===== src/rtl/fft_pkg.sv =====
// Shared definitions for the FFT sequencing controller.
//   N_POINTS : transform length (64 points)
//   LOG2N    : number of radix-2 stages (6)
//   ADDR_W   : width of every address/counter output (6 bits)
//   N_BFLY   : butterflies per stage (32)
//   fft_state_t : controller state encoding
package fft_pkg;

  localparam int N_POINTS = 64;
  localparam int LOG2N    = 6;
  localparam int ADDR_W   = 6;
  localparam int N_BFLY   = 32;

  typedef enum logic [2:0] {
    ST_IDLE  = 3'd0,
    ST_LOAD  = 3'd1,
    ST_PROC  = 3'd2,
    ST_DRAIN = 3'd3,
    ST_OUT   = 3'd4
  } fft_state_t;

endpackage


===== src/rtl/fft_ctrl_if.sv =====
// Handshake and address-generator bus of the FFT controller.
//   master : frame source/sink side (drives start, sample_valid, out_ready)
//   slave  : the controller (drives ready/valid, mode flags, counters,
//            read_bank, write_en, busy)
interface fft_ctrl_if;
  import fft_pkg::*;

  logic              start;
  logic              sample_valid;
  logic              sample_ready;
  logic              out_ready;
  logic              out_valid;
  logic              load;
  logic              processing;
  logic              done;
  logic [ADDR_W-1:0] load_address;
  logic [ADDR_W-1:0] fft_level;
  logic [ADDR_W-1:0] butterfly_iter;
  logic [ADDR_W-1:0] out_address;
  logic              read_bank;
  logic              write_en;
  logic              busy;

  modport master (
    output start, sample_valid, out_ready,
    input  sample_ready, out_valid, load, processing, done,
           load_address, fft_level, butterfly_iter, out_address,
           read_bank, write_en, busy
  );

  modport slave (
    input  start, sample_valid, out_ready,
    output sample_ready, out_valid, load, processing, done,
           load_address, fft_level, butterfly_iter, out_address,
           read_bank, write_en, busy
  );

endinterface


===== src/rtl/fft_ctrl_delay_line.sv =====
// delay_line: single-bit shift register of parameterised depth.
//   clk   : clock
//   rst_n : asynchronous active-low clear of every tap
//   din   : input bit
//   dout  : din delayed by exactly DEPTH cycles (DEPTH >= 1)
module delay_line #(
  parameter int DEPTH = 2
) (
  input  logic clk,
  input  logic rst_n,
  input  logic din,
  output logic dout
);

  logic [DEPTH-1:0] taps_p;

  // stage boundary: one register per cycle of delay
  always_ff @(posedge clk or negedge rst_n) begin
    if (!rst_n) begin
      taps_p <= '0;
    end else begin
      taps_p[0] <= din;
      for (int i = 1; i < DEPTH; i++) begin
        taps_p[i] <= taps_p[i-1];
      end
    end
  end

  assign dout = taps_p[DEPTH-1];

endmodule


===== src/rtl/fft_ctrl.sv =====
// fft_ctrl: sequencing controller for an in-place 64-point radix-2 FFT.
// Frame flow: IDLE -> LOAD (64 samples) -> PROC (6 stages x 32 butterflies)
// -> DRAIN (BFLY_LAT cycles) -> OUT (64 bins) -> IDLE.
//   clk     : single clock, rising edge
//   reset_n : asynchronous active-low reset, forces IDLE and clears write_en
//   bus     : fft_ctrl_if.slave (start/sample/out handshakes, mode flags,
//             load_address, fft_level, butterfly_iter, out_address,
//             read_bank, write_en, busy)
// Parameter BFLY_LAT (>= 1): butterfly issue-to-write latency in cycles.
// Build option FFT_LEVEL_DRAIN_EN: insert a BFLY_LAT-cycle DRAIN between
// stages so a stage never reads before the previous stage's writes land.
// Without it stages run back-to-back and the datapath relies on bank
// ping-pong via read_bank.
module fft_ctrl
  import fft_pkg::*;
#(
  parameter int BFLY_LAT = 2
) (
  input  logic      clk,
  input  logic      reset_n,
  fft_ctrl_if.slave bus
);

  localparam int                DRAIN_W    = (BFLY_LAT > 1) ? $clog2(BFLY_LAT) : 1;
  localparam logic [DRAIN_W-1:0] DRAIN_LAST = DRAIN_W'(BFLY_LAT - 1);
  localparam logic [ADDR_W-1:0]  ADDR_LAST  = ADDR_W'(N_POINTS - 1);
  localparam logic [ADDR_W-1:0]  BFLY_LAST  = ADDR_W'(N_BFLY - 1);
  localparam logic [ADDR_W-1:0]  LEVEL_LAST = ADDR_W'(LOG2N - 1);

  fft_state_t         state, state_d;
  logic [ADDR_W-1:0]  load_cnt, load_cnt_d;
  logic [ADDR_W-1:0]  level, level_d;
  logic [ADDR_W-1:0]  iter, iter_d;
  logic [ADDR_W-1:0]  out_cnt, out_cnt_d;
  logic [DRAIN_W-1:0] drain_cnt, drain_cnt_d;
  // Distinguishes the closing DRAIN (-> OUT) from an inter-stage one (-> PROC).
  logic               final_drain, final_drain_d;
  logic               processing;

  always_ff @(posedge clk or negedge reset_n) begin
    if (!reset_n) begin
      state       <= ST_IDLE;
      load_cnt    <= '0;
      level       <= '0;
      iter        <= '0;
      out_cnt     <= '0;
      drain_cnt   <= '0;
      final_drain <= 1'b0;
    end else begin
      state       <= state_d;
      load_cnt    <= load_cnt_d;
      level       <= level_d;
      iter        <= iter_d;
      out_cnt     <= out_cnt_d;
      drain_cnt   <= drain_cnt_d;
      final_drain <= final_drain_d;
    end
  end

  always_comb begin
    state_d       = state;
    load_cnt_d    = load_cnt;
    level_d       = level;
    iter_d        = iter;
    out_cnt_d     = out_cnt;
    drain_cnt_d   = drain_cnt;
    final_drain_d = final_drain;
    unique case (state)
      ST_IDLE: begin
        if (bus.start) begin
          state_d    = ST_LOAD;
          load_cnt_d = '0;
          level_d    = '0;
          iter_d     = '0;
          out_cnt_d  = '0;
        end
      end
      ST_LOAD: begin
        // sample_ready is constantly high here, so valid alone accepts.
        if (bus.sample_valid) begin
          load_cnt_d = load_cnt + 1'b1;
          if (load_cnt == ADDR_LAST) begin
            state_d = ST_PROC;
          end
        end
      end
      ST_PROC: begin
        iter_d = iter + 1'b1;
        if (iter == BFLY_LAST) begin
          iter_d = '0;
          if (level == LEVEL_LAST) begin
            // Level stays at its terminal value through DRAIN/OUT.
            state_d       = ST_DRAIN;
            drain_cnt_d   = '0;
            final_drain_d = 1'b1;
          end else begin
            level_d = level + 1'b1;
`ifdef FFT_LEVEL_DRAIN_EN
            state_d       = ST_DRAIN;
            drain_cnt_d   = '0;
            final_drain_d = 1'b0;
`endif
          end
        end
      end
      ST_DRAIN: begin
        drain_cnt_d = drain_cnt + 1'b1;
        if (drain_cnt == DRAIN_LAST) begin
          drain_cnt_d = '0;
          state_d     = final_drain ? ST_OUT : ST_PROC;
        end
      end
      ST_OUT: begin
        if (bus.out_ready) begin
          out_cnt_d = out_cnt + 1'b1;
          if (out_cnt == ADDR_LAST) begin
            // Leave IDLE with every counter at zero.
            state_d       = ST_IDLE;
            load_cnt_d    = '0;
            level_d       = '0;
            iter_d        = '0;
            out_cnt_d     = '0;
            final_drain_d = 1'b0;
          end
        end
      end
      default: state_d = ST_IDLE;
    endcase
  end

  assign processing = (state == ST_PROC);

  // write_en trails processing by the butterfly latency, regardless of state.
  delay_line #(
    .DEPTH (BFLY_LAT)
  ) u_wr_dly (
    .clk   (clk),
    .rst_n (reset_n),
    .din   (processing),
    .dout  (bus.write_en)
  );

  assign bus.load           = (state == ST_LOAD);
  assign bus.sample_ready   = (state == ST_LOAD);
  assign bus.processing     = processing;
  assign bus.done           = (state == ST_OUT);
  assign bus.out_valid      = (state == ST_OUT);
  assign bus.busy           = (state != ST_IDLE);
  assign bus.load_address   = load_cnt;
  assign bus.fft_level      = level;
  assign bus.butterfly_iter = iter;
  assign bus.out_address    = out_cnt;
  assign bus.read_bank      = level[0];

endmodule


===== src/flat_wrapper.sv =====
// flat-port wrapper written by rule: the top's interface ports become plain ports
module fft_ctrl_flat import fft_pkg::*;
#(
  parameter int BFLY_LAT = 2
)
  (clk, reset_n, bus_start, bus_sample_valid, bus_out_ready, bus_sample_ready, bus_out_valid, bus_load, bus_processing, bus_done, bus_load_address, bus_fft_level, bus_butterfly_iter, bus_out_address, bus_read_bank, bus_write_en, bus_busy);
  fft_ctrl_if bus_i ();
  input  logic clk;
  input  logic reset_n;
  input wire logic [$bits(bus_i.start)-1:0] bus_start;
  input wire logic [$bits(bus_i.sample_valid)-1:0] bus_sample_valid;
  input wire logic [$bits(bus_i.out_ready)-1:0] bus_out_ready;
  output wire logic [$bits(bus_i.sample_ready)-1:0] bus_sample_ready;
  output wire logic [$bits(bus_i.out_valid)-1:0] bus_out_valid;
  output wire logic [$bits(bus_i.load)-1:0] bus_load;
  output wire logic [$bits(bus_i.processing)-1:0] bus_processing;
  output wire logic [$bits(bus_i.done)-1:0] bus_done;
  output wire logic [$bits(bus_i.load_address)-1:0] bus_load_address;
  output wire logic [$bits(bus_i.fft_level)-1:0] bus_fft_level;
  output wire logic [$bits(bus_i.butterfly_iter)-1:0] bus_butterfly_iter;
  output wire logic [$bits(bus_i.out_address)-1:0] bus_out_address;
  output wire logic [$bits(bus_i.read_bank)-1:0] bus_read_bank;
  output wire logic [$bits(bus_i.write_en)-1:0] bus_write_en;
  output wire logic [$bits(bus_i.busy)-1:0] bus_busy;
  assign bus_i.start = bus_start;
  assign bus_i.sample_valid = bus_sample_valid;
  assign bus_i.out_ready = bus_out_ready;
  assign bus_sample_ready = bus_i.sample_ready;
  assign bus_out_valid = bus_i.out_valid;
  assign bus_load = bus_i.load;
  assign bus_processing = bus_i.processing;
  assign bus_done = bus_i.done;
  assign bus_load_address = bus_i.load_address;
  assign bus_fft_level = bus_i.fft_level;
  assign bus_butterfly_iter = bus_i.butterfly_iter;
  assign bus_out_address = bus_i.out_address;
  assign bus_read_bank = bus_i.read_bank;
  assign bus_write_en = bus_i.write_en;
  assign bus_busy = bus_i.busy;
  fft_ctrl #(.BFLY_LAT(BFLY_LAT)) u_core (.clk(clk), .reset_n(reset_n), .bus(bus_i));
endmodule

===== config.mk =====
export PLATFORM = sky130hd
export DESIGN_NAME = fft_ctrl_flat
export DESIGN_NICKNAME = d
export VERILOG_FILES = /design/src/rtl/fft_pkg.sv /design/src/rtl/fft_ctrl_if.sv /design/src/rtl/fft_ctrl_delay_line.sv /design/src/rtl/fft_ctrl.sv /design/src/flat_wrapper.sv
export SDC_FILE = /design/constraint.sdc
export NUM_CORES = 1
export LEC_CHECK = 0
export BUFFER_PORTS_ARGS = -buffer_cell sky130_fd_sc_hd__buf_2
export CAP_MARGIN = 0
export CORE_AREA = 2 2 61 63
export CTS_BUF_LIST = sky130_fd_sc_hd__clkbuf_4 sky130_fd_sc_hd__clkbuf_8 sky130_fd_sc_hd__clkbuf_16
export CTS_CLUSTER_SIZE = 24
export DETAILED_ROUTE_END_ITERATION = 8
export DIE_AREA = 0 0 63 65
export GPL_TIMING_DRIVEN = 0
export HOLD_SLACK_MARGIN = 0.05
export MAX_ROUTING_LAYER = met4
export PLACE_DENSITY = 0.76
export SLEW_MARGIN = 25
export SYNTH_ARGS = -nofsm -noshare
export SYNTH_HDL_FRONTEND = slang
export SYNTH_SLANG_ARGS = --single-unit

===== constraint.sdc =====
create_clock -name clk -period 1.9 [get_ports clk]
set_clock_uncertainty 0.05 [all_clocks]
set_input_delay 0.095 -clock clk [delete_from_list [all_inputs] [get_ports clk]]
set_output_delay 0.095 -clock clk [all_outputs]
set_load 0.02 [all_outputs]

Word level (Yosys, flattened, before mapping) --
Cells that the tools add are included.
Storage, ports and cells: input port bits 5, flip-flop bits (word level) 31
Cells by class: add/sub/neg operators 5, equality and inequality tests 17, multiplexer cells 32, reduce and logical (&&, ||, !) cells 14
Operators by type and width (number):
- 6-bit 2-to-1 mux | 9
- 6-bit one-hot mux with 3 select lines | 3
- 3-bit 2-to-1 mux | 9
- 6-bit by 1-bit adder with 6-bit output (second input constant) | 4
- 3-bit one-hot mux with 5 select lines | 1
- 6-bit equality test (second input constant) | 2
- 6-bit one-hot mux with 2 select lines | 1
- 2-bit by 1-bit != test with 1-bit output (second input constant) | 5
- 5-bit AND reduction | 2
- 3-bit nonzero test | 3
- 2-bit != test (second input constant) | 4
- 8-bit AND reduction | 1
- 1-bit 2-to-1 mux | 7
- 3-bit by 2-bit equality test with 1-bit output (second input constant) | 2
- 6-bit by 3-bit equality test with 1-bit output (second input constant) | 1
- 6-bit by 5-bit equality test with 1-bit output (second input constant) | 1
- 3-bit AND reduction | 2
- 6-bit AND reduction | 1
- 2-bit nonzero test | 3
- 1-bit one-hot mux with 2 select lines | 2
- 4-bit AND reduction | 1
- 3-bit by 1-bit equality test with 1-bit output (second input constant) | 1
- 3-bit equality test (second input constant) | 1
- 3-bit zero test | 1
- 1-bit adder (second input constant) | 1

Longest topological paths before layout --
Gate-level depths: netlist of run 1.
depth after elaboration 4, depth in mapped cells 7

Cells and area by module --
From an unflattened synthesis of run 1, not the netlist that was laid out.
Second synthesis, totals: cells, all modules 182, area total of the unflattened synthesis 1779.2 sq um
By module, submodules not included:
- fft_ctrl | cells each 180, seq. area each 725.7 sq um, times used 1, area an instance 1729.2 sq um
- delay_line | cells each 2, seq. area each 50.0 sq um, times used 1, area an instance 50.0 sq um

Worst setup path after synthesis of run 1 --
Ideal clock, no wire load.
path kind register -> register, start point register u_core.level[0] (netlist: u_core.bus.fft_level[0]), end point register u_core.level[5] (netlist: u_core.bus.fft_level[5]), library setup time 118 ps, setup slack 28 ps, clock period less this slack 1872 ps, path buffers 0, required time 1732 ps, arrival time 1704 ps, cell stages (with the launch flop) 6, cell sequence dfrtp_1 ha_1 or4b_1 or2_1 nor4b_1 a21o_1
On the way: word-level cells in the longest chain between the ends 4, elaborated cells on any way between the ends 7, those cells by class add/sub: 1; eq/ne: 2; mux: 3; reduce/logical: 1
RTL lines:
- start, declared | line fft_ctrl.sv:32 | logic [ADDR_W-1:0] level, level_d;
- start signal, assigned | line fft_ctrl.sv:52 | level <= level_d;
- 6-bit by 1-bit adder with 6-bit output | line fft_ctrl.sv:97 | level_d = level + 1'b1;
- 6-bit 2-to-1 mux | line fft_ctrl.sv:91 | if (level == LEVEL_LAST) begin
- 6-bit 2-to-1 mux | line fft_ctrl.sv:89 | if (iter == BFLY_LAST) begin
- 6-bit one-hot mux with 3 select lines | line fft_ctrl.sv:68 | unique case (state)
Parallel ways exist; a longest one is shown, timed or not. The select of a mux whose other input is x is not followed. A chain may end at the register's enable or synchronous reset.

Worst setup path in the final report of run 1 --
start point register u_core.level[1] (netlist: u_core.bus.fft_level[1]), end point register u_core.level[5] (netlist: u_core.bus.fft_level[5])
The elaborated chain is that of the path after synthesis.

==> results.cfg, run 1 <==
[setup_path]
slowest_stage = or4b_4
cp.required_ns = 2.08
setup.worst_path.end_class = flip-flop
r2r_start = u_core.bus.fft_level[1]
cp_max_fo = 5
crit_path_start_kind = flip-flop
slowest_delay_ns = 0.47
path_cells = inv_1 > ha_1 > or4b_4 > or2_1 > nor4b_1 > a21o_1
arrival_ns = 2.00
worstSetupStartpoint = u_core.bus.fft_level[1]
path_class = reg2reg
r2r_slack_ns = 0.07
r2r_cells = 6

[synthesis]
muxShareOfSynthArea = 0.0176
synthFlopType = dfrtp_1
synth_fa_ha_area_frac = 0.0352
synth_xor_area_frac = 0.0197
yosysTopAreaCell = dfrtp_1
synth_top_family_by_area = simple AND/OR/NAND/NOR gates
synth_compound_area_frac = 0.196
postSynthNetCount = 193
synth_top_area_share = 0.436
post-synth-top-count-cell = dfrtp_1
ys.warnings.count = 0
synth_cell_type_count = 56
avgSynthCellArea_um2 = 9.72
synthTopCellsByArea = dfrtp_1, ha_1, nand2_1
synth_common_cells = dfrtp_1, nand2_1, nand3_1
synth-simple-area-share = 0.249
async_flop_share = 1.00
synthCells = 183
ys_seq_elements = 31
ys_seq_area_frac = 0.436
netlist_area_um2 = 1780
synth_edf_count = 0

[die]
dieArea_um2 = 4100
fp.coreArea_um2 = 3500
initial_core_util = 0.509
die_x_um = 63
rows = 22
pin_count = 37
die_h_um = 65

[placement]
place.gp.congestion = 0.821
post-place-ws_ns = 0.0317
placedCellCount = 267
port_buffers = 36
dpl.hpwl_um = 2710

[power]
seqPwrFrac = 0.424
p_per_area_nw_per_um2 = 998
combPwrFrac = 0.408
swShare = 0.403
internal_power_w = 0.00128
vdd_drop_max_mv = 0.486
leakagePower_nw = 1.05
p_switching_w = 0.000865
p_clk_frac = 0.169

[grt]
grt_max_degree = 32
grt_overflow_total = 0
grt_pass1_vias = 1430
globalRouteTotalUtil = 0.210
antenna_found_initial = 0
grt_pass1_wl_um = 6560

[clocking]
cts_buffers = 5
cts-root-buf = clkbuf_4
cts.clk_slew.worst_paths_ns = 0.10
insertion_delay_ns = 0.34
cts_buffer_depth = 2
cts_tree = done
htreeDepth = 2
clock_sink_count = 31

[sta]
worst_pin_slew_ns = 0.686
slew_headroom = 0.543
report.final.slew_viol_count = 0
layout_min_cycle_time_ns = 1.83
final-hold-violation-count = 0
final.setup.tns_ns = 0
max_freq_mhz = 547
post-route-period-util = 0.962
rsz0062_at_grt = false
hold_slack_ns = 0.0649
setup_violations = 0
final.setup.worst_slack_ns = 0.0727

[drt]
wl_per_cell_um = 14.0
drtIter0Drc = 96
drc = 0
routed_wl_um = 3920
first_pass_iters = 4
ant_nets = 0
vias_per_cell = 5.67
vias = 1581

[worst_hold_path]
hp-start = bus_start
min_path_type = in2reg
hold_depth = 4

[final_layout]
layout.cells.non_filler = 279
synthToLayoutAreaGrowth_pct = 20.8
drive_above_1_share = 0.303
fin_util = 0.615
final_nets = 242
antennaDiodeCount = 0

[flow_run]
cap_violations = 0

[outcome]
status = finished clean
[cell families after synthesis]
group	count (synthesis)
xor gates and xnor gates	4
buffers and inverters	15
adders and majority gates	5
DFF	31
AOI/OAI and AO/OA	50
and+or+nand+nor	75
muxes	3
[worst paths after layout]
kind	endpoint
worst max-delay path	u_core.bus.fft_level[5]
worst min-delay path	u_core.bus.out_address[2]
worst max register to register	u_core.bus.fft_level[5]
worst min register to register	u_core.u_wr_dly.taps_p[1]
max in group asynchronous	u_core.bus.fft_level[0]
min in group asynchronous	u_core.bus.out_address[5]
[metal layers]
| metal | vias up | GRT usage | routed length, um |
|---|---|---|---|
| li1 | 777 | - | - |
| met1 | 759 | 0.255 | 1830 |
| met2 | 39 | 0.326 | 1840 |
| met3 | 6 | 0.0660 | 194 |
| met4 | 0 | 0.0861 | 51 |
| met5 | - | - | 0 |
[cell usage in the layout, fill, tap and decap left out, types with 3 or more instances in the layout]
master         count
dlygate4sd3_1      3
dfrtp_1           29
and3_1             6
o21ai_0            8
nor3_1             4
a22o_1             5
nand3_1           10
ha_1               5
inv_1              6
nor2_1             7
a21oi_1            8
nand4_1            4
o31ai_1            3
buf_2             37
nand2_1           15
o22ai_1            3
nand2b_1           3
buf_4              6
clkbuf_4           7
a211o_1            3
[metrics by stage]
| step | cell area, um^2 | power [W] |
|---|---|---|
| 2_1_floorplan | 1780 | 0.00151 |
| 3_3_place_gp | 2020 | 0.00174 |
| 3_5_place_dp | 2020 | 0.00176 |
| 4_1_cts | 2100 | 0.00213 |
| 5_1_grt | 2150 | 0.00232 |
| 6_report | 2150 | 0.00214 |
[critical path: cells and delay by family (launching register included)]
family | cells | cell delay [ns]
adder cells (fa/ha/maj) | 1 | 0.13
AO/OA/AOI/OAI | 1 | 0.15
AND/OR/NAND/NOR | 3 | 0.88
flip-flops | 1 | 0.42
buffers and inverters | 1 | 0.09
[final cells by class]
cell class / instances / area, um^2
plain buffers: 8 / 53.8
clock buffers: 6 / 45.0
fillers: 328 / 1350
inverters: 7 / 31.3
multi-input cells: 137 / 947
flip-flops and latches: 31 / 778
well taps: 48 / 60.1
repair buffers: 42 / 233
[repair_timing]
action,4_1_cts,5_1_grt
gates resized for setup,1,11
pin swaps,0,1
hold endpoints to repair,33,0
endpoints found under the setup margin,1,9
buffers inserted,0,3
hold buffers,3,0
[power groups by stage]
| stage | Sequential, W | Combinational, W | Clock (W) |
|---|---|---|---|
| floorplan | 0.000989 | 0.000516 | 0 |
| global placement | 0.000909 | 0.000832 | 0 |
| detailed placement | 0.000914 | 0.000845 | 0 |
| CTS | 0.000903 | 0.000853 | 0.000375 |
| global route | 0.000932 | 0.000982 | 0.000408 |
| finish | 0.000908 | 0.000874 | 0.000362 |
[flip-flops by register name, summed over array words and instances, names as in the netlist]
register                   cells
u_core.bus.butterfly_iter      6
u_core.bus.fft_level           6
u_core.bus.load_address        6
u_core.bus.out_address         6
u_core.drain_cnt               1
u_core.final_drain             1
u_core.state                   3
u_core.u_wr_dly.taps_p         2
Note: power is estimated with default switching activity, not from simulation.
==> run 2: changes to the inputs <==
==> constraint.sdc (replaced) <==
create_clock -name clk -period 1.7 [get_ports clk]
set_clock_uncertainty 0.05 [all_clocks]
set_input_delay 0.085 -clock clk [delete_from_list [all_inputs] [get_ports clk]]
set_output_delay 0.085 -clock clk [all_outputs]
set_load 0.02 [all_outputs]
==> results.cfg, run 2 (synthesis gave the netlist of run 1 again) <==
[clocking]
cts-root-buf = clkbuf_4
htreeDepth = 2
insertion_delay_ns = 0.34
cts_tree = done
cts_buffer_depth = 2
clock_sink_count = 31
cts.clk_slew.worst_paths_ns = 0.10
cts_buffers = 5

[power]
p_clk_frac = 0.173
internal_power_w = 0.00158
power_w = 0.00262
vdd_drop_max_mv = 0.682
leakagePower_nw = 1.16
swShare = 0.396
seqPwrFrac = 0.388
p_switching_w = 0.00104
combPwrFrac = 0.439
p_per_area_nw_per_um2 = 1090

[die]
fp.coreArea_um2 = 3500
die_h_um = 65
initial_core_util = 0.509
dieArea_um2 = 4100
rows = 22
pin_count = 37
die_x_um = 63

[sta]
post-route-period-util = 1.09
slew_headroom = 0.535
max_freq_mhz = 537
worst_pin_slew_ns = 0.697
final.setup.worst_slack_ns = -0.161
final.setup.tns_ns = -0.748
report.final.slew_viol_count = 0
setup_violations = 7
layout_min_cycle_time_ns = 1.86
final-hold-violation-count = 0
hold_slack_ns = 0.203
rsz0062_at_grt = true

[grt]
grt_max_degree = 32
grt_pass1_wl_um = 7020
grt_overflow_total = 0
globalRouteTotalUtil = 0.223
grt_pass1_vias = 1576
antenna_found_initial = 0

[outcome]
status = complete, but fails checks
violations = negative setup slack

[final_layout]
drive_above_1_share = 0.420
final_common_cell = buf_2
synthToLayoutAreaGrowth_pct = 34.8
design_area_um2 = 2400
antennaDiodeCount = 0
final_nets = 259
seqCellArea_um2 = 783
multiInputGateArea_um2 = 1010
fin_util = 0.685
layout_common_cells = buf_2, dfrtp_1, buf_4, nand2_1, nand3_1
fillers = 293

[drt]
wl_per_cell_um = 14.6
drtIter0Drc = 63
first_pass_iters = 4
vias_per_cell = 5.64
vias = 1680
drc = 0
routed_wl_um = 4350
ant_nets = 0

[setup_path]
arrival_ns = 2.04
cp_max_fo = 3
cp.required_ns = 1.88
crit_path_start_kind = flip-flop
setup.worst_path.end_class = flip-flop
path_class = reg2reg

[placement]
dpl-instance-area_um2 = 2030
dpl.hpwl_um = 2750
place.gp.congestion = 0.843
port_buffers = 36

[worst_hold_path]
min_path_type = in2reg

[flow_run]
cap_violations = 0
==> run 2: worst paths after layout <==
kind                                                end  slack (ns)  cells past startpoint                       from
max in group asynchronous       u_core.bus.fft_level[0]        0.83                      2                    reset_n
setup / recovery                u_core.bus.fft_level[1]       -0.16                      6    u_core.bus.fft_level[1]
setup reg to reg                u_core.bus.fft_level[1]       -0.16                      6    u_core.bus.fft_level[1]
hold reg to reg               u_core.u_wr_dly.taps_p[1]        0.32                      0  u_core.u_wr_dly.taps_p[0]
min in group asynchronous     u_core.bus.out_address[2]        0.27                      2                    reset_n
hold / removal             u_core.bus.butterfly_iter[0]        0.20                      4                  bus_start
==> run 2: repair_timing <==
item / 4_1_cts / 5_1_grt
resized for setup: 14 / 20
gates cloned: 1 / 0
hold buffers: 4 / 0
endpoints found under the setup margin: 15 / 19
buffers inserted: 6 / 12
pin swaps: 6 / 15
endpoints found under the hold margin: 34 / 0
==> run 2: area by class of cell <==
type	instances	area share
clock buffers	7	0.0219
plain buffers	8	0.0266
well taps	48	0.0251
inverters	7	0.0131
multi-input cells	137	0.422
clock inverters	1	0.00209
flip-flops and latches	31	0.327
repair buffers	59	0.162
==> run 2: power groups by stage <==
stage	Sequential, W	Combinational, W	Clock, W
2_1_floorplan	0.00111	0.000579	0
4_1_cts	0.00102	0.00101	0.000465
3_5_place_dp	0.00103	0.000951	0
3_3_place_gp	0.00102	0.000933	0
6_report	0.00102	0.00115	0.000452
5_1_grt	0.00104	0.00126	0.000490
==> run 2: stage by stage <==
| step | std cells | setup slack, ns |
|---|---|---|
| floorplan | 183 | -0.113 |
| global placement | 267 | -0.113 |
| detailed placement | 267 | -0.143 |
| CTS | 286 | -0.0955 |
| global route | 298 | -0.200 |
| finish | 298 | -0.161 |
==> run 2: critical path, cell delays in order, from the launching register on <==
cell and delay, ns:
dfrtp_2 0.43, inv_2 0.08, ha_4 0.12, or4b_4 0.47
o211ai_1 0.33, or2_4 0.20, o22ai_2 0.08
==> run 2: per-layer routing <==
metal,part of all wire,GRT usage,vias up
li1,-,-,812
met1,0.45,0.291,808
met2,0.48,0.339,49
met3,0.041,0.0382,11
met4,0.023,0.106,0
met5,0,-,-
==> run 3: changes to the inputs <==
--- a/config.mk
+++ b/config.mk
@@ -19,4 +19,5 @@
 export SLEW_MARGIN = 25
 export SYNTH_ARGS = -nofsm -noshare
 export SYNTH_HDL_FRONTEND = slang
+export SYNTH_HIERARCHICAL = 1
 export SYNTH_SLANG_ARGS = --single-unit
==> constraint.sdc (replaced) <==
create_clock -name clk -period 1.7 [get_ports clk]
set_clock_uncertainty 0.05 [all_clocks]
set_input_delay 0.085 -clock clk [delete_from_list [all_inputs] [get_ports clk]]
set_output_delay 0.085 -clock clk [all_outputs]
set_load 0.005 [all_outputs]
==> results.cfg, run 3 <==
[outcome]
status = complete, but fails checks
violations = negative setup slack

[worst_hold_path]
min_path_type = in2async

[sta]
slew_headroom = 0.528
layout_min_cycle_time_ns = 1.78
setup_violations = 11
report.final.slew_viol_count = 0
hold_slack_ns = 0.276
post-route-period-util = 1.05
final.setup.worst_slack_ns = -0.0814
worst_pin_slew_ns = 0.708
rsz0062_at_grt = true
max_freq_mhz = 561
final-hold-violation-count = 0

[drt]
drtIter0Drc = 133
routed_wl_um = 4700
vias = 1721
vias_per_cell = 5.79
drc = 0
wl_per_cell_um = 15.8
first_pass_iters = 4
ant_nets = 0

[die]
rows = 22
die_x_um = 63
pin_count = 37
initial_core_util = 0.509
fp.coreArea_um2 = 3500
dieArea_um2 = 4100
die_h_um = 65

[synthesis]
synth_cell_type_count = 55
yosysTopAreaCell = dfrtp_1
ys_seq_elements = 31
synthFlopType = dfrtp_1
ys_seq_area_frac = 0.436
synth_edf_count = 0
async_flop_share = 1.00
avgSynthCellArea_um2 = 9.78
synth_top_area_share = 0.436
post-synth-top-count-cell = dfrtp_1
synthCells = 182
netlist_area_um2 = 1780
postSynthNetCount = 192
synthTopCellsByArea = dfrtp_1, ha_1, nand3_1
synth_common_cells = dfrtp_1, nand2_1, inv_1
ys.warnings.count = 6

[final_layout]
final_nets = 259
layout_common_cells = buf_2, dfrtp_1, buf_4, nand2_1
synthToLayoutAreaGrowth_pct = 42.7
drive_above_1_share = 0.434
antennaDiodeCount = 0
final_common_cell = buf_2

[setup_path]
critPathBufInv = 0
slowest_delay_ns = 0.39
critPathTopFamily = compound AO/OA/AOI/OAI gates
cp.required_ns = 1.88
slowest_stage = dfrtp_1
cp_max_fo = 5
arrival_ns = 1.96
path_class = reg2reg
path_cells = ha_2 > nand4_1 > o22ai_4 > nand2_4 > a221o_1
crit_path_start_kind = flip-flop
setup.worst_path.end_class = flip-flop

[placement]
port_buffers = 36
post-place-ws_ns = -0.216
place.gp.congestion = 0.854
dpl.hpwl_um = 2670

[power]
power_w = 0.00296
p_per_area_nw_per_um2 = 1160
vdd_drop_max_mv = 0.820
leakagePower_nw = 1.21

[clocking]
cts_tree = done
cts_buffer_depth = 2
cts-root-buf = clkbuf_4
insertion_delay_ns = 0.33
cts_buffers = 5
htreeDepth = 2
cts.clk_slew.worst_paths_ns = 0.10
clock_sink_count = 31

[grt]
globalRouteTotalUtil = 0.237
grt_pass1_vias = 1548
grt_max_degree = 32
grt_pass1_wl_um = 7280
antenna_found_initial = 0
grt_overflow_total = 0

[flow_run]
cap_violations = 0
run 3: cell families (layout without fill, tap and decap cells):
group / after synthesis / after routing / share of synthesized area
flip-flops: 31 / 31 / 0.436
AO/OA/AOI/OAI: 42 / 42 / 0.169
AND/OR/NAND/NOR: 76 / 77 / 0.257
multiplexers: 5 / 5 / 0.0295
adder cells (fa/ha/maj): 5 / 5 / 0.0352
buffers and inverters: 21 / 87 / 0.0626
XOR/XNOR: 2 / 2 / 0.00985
run 3: where the power goes:
| group | leakage, nW | internal (W) | switching (W) | total, W |
|---|---|---|---|---|
| registers | 0.403 | 0.000883 | 0.000158 | 0.00104 |
| logic | 0.773 | 0.000743 | 0.000724 | 0.00147 |
| clock network | 0.0341 | 0.000191 | 0.000256 | 0.000447 |
run 3: final timing paths:
kind                                           start                      endpoint  slack (ns)  depth (start not counted)
hold reg to reg            u_core/u_wr_dly/taps_p[0]     u_core/u_wr_dly/taps_p[1]        0.31                          0
hold / removal                               reset_n     u_core/bus.out_address[5]        0.28                          2
min in group clk           u_core/u_wr_dly/taps_p[0]     u_core/u_wr_dly/taps_p[1]        0.31                          0
setup / recovery           u_core/bus.out_address[1]       u_core/bus.fft_level[4]       -0.08                          5
max in group asynchronous                    reset_n  u_core/bus.butterfly_iter[3]        0.83                          2
setup reg to reg           u_core/bus.out_address[1]       u_core/bus.fft_level[4]       -0.08                          5
run 3: final cells by class:
| type | instances | area [um^2] |
|---|---|---|
| sequential | 31 | 782 |
| multi-input combinational | 131 | 1080 |
| timing repair buffer | 59 | 407 |
| inverter | 13 | 61.3 |
| buffer | 8 | 92.6 |
| tap | 48 | 60.1 |
| fill | 264 | 957 |
| clock inverter | 1 | 5.00 |
| clock buffer | 6 | 51.3 |
run 3: timing repair:
item                                    in CTS  in global routing
gates cloned                                 1                  0
endpoints found under the setup margin      26                 21
setup buffers                               10                 10
hold endpoints to repair                    33                  0
hold buffers                                 3                  0
resized for setup                           35                 25
pin swaps                                   12                 14
run 3: per-stage QoR:
stage                      util  std cells  setup TNS (ns)  area (um^2)
after global routing      0.726        297           -1.29         2540
after detailed placement  0.584        266           -3.44         2040
after global placement    0.584        266           -3.16         2040
after CTS                 0.676        287          -0.153         2360
after floorplan               -        182         -0.0213         1800
final                     0.726        297          -0.599         2540
run 3: layer usage:
| metal | global-route usage | vias up | wire, um |
|---|---|---|---|
| met5 | - | - | 0 |
| met4 | 0.108 | 0 | 48 |
| met3 | 0.0642 | 7 | 312 |
| met2 | 0.384 | 79 | 2340 |
| met1 | 0.276 | 819 | 2010 |
| li1 | - | 816 | - |
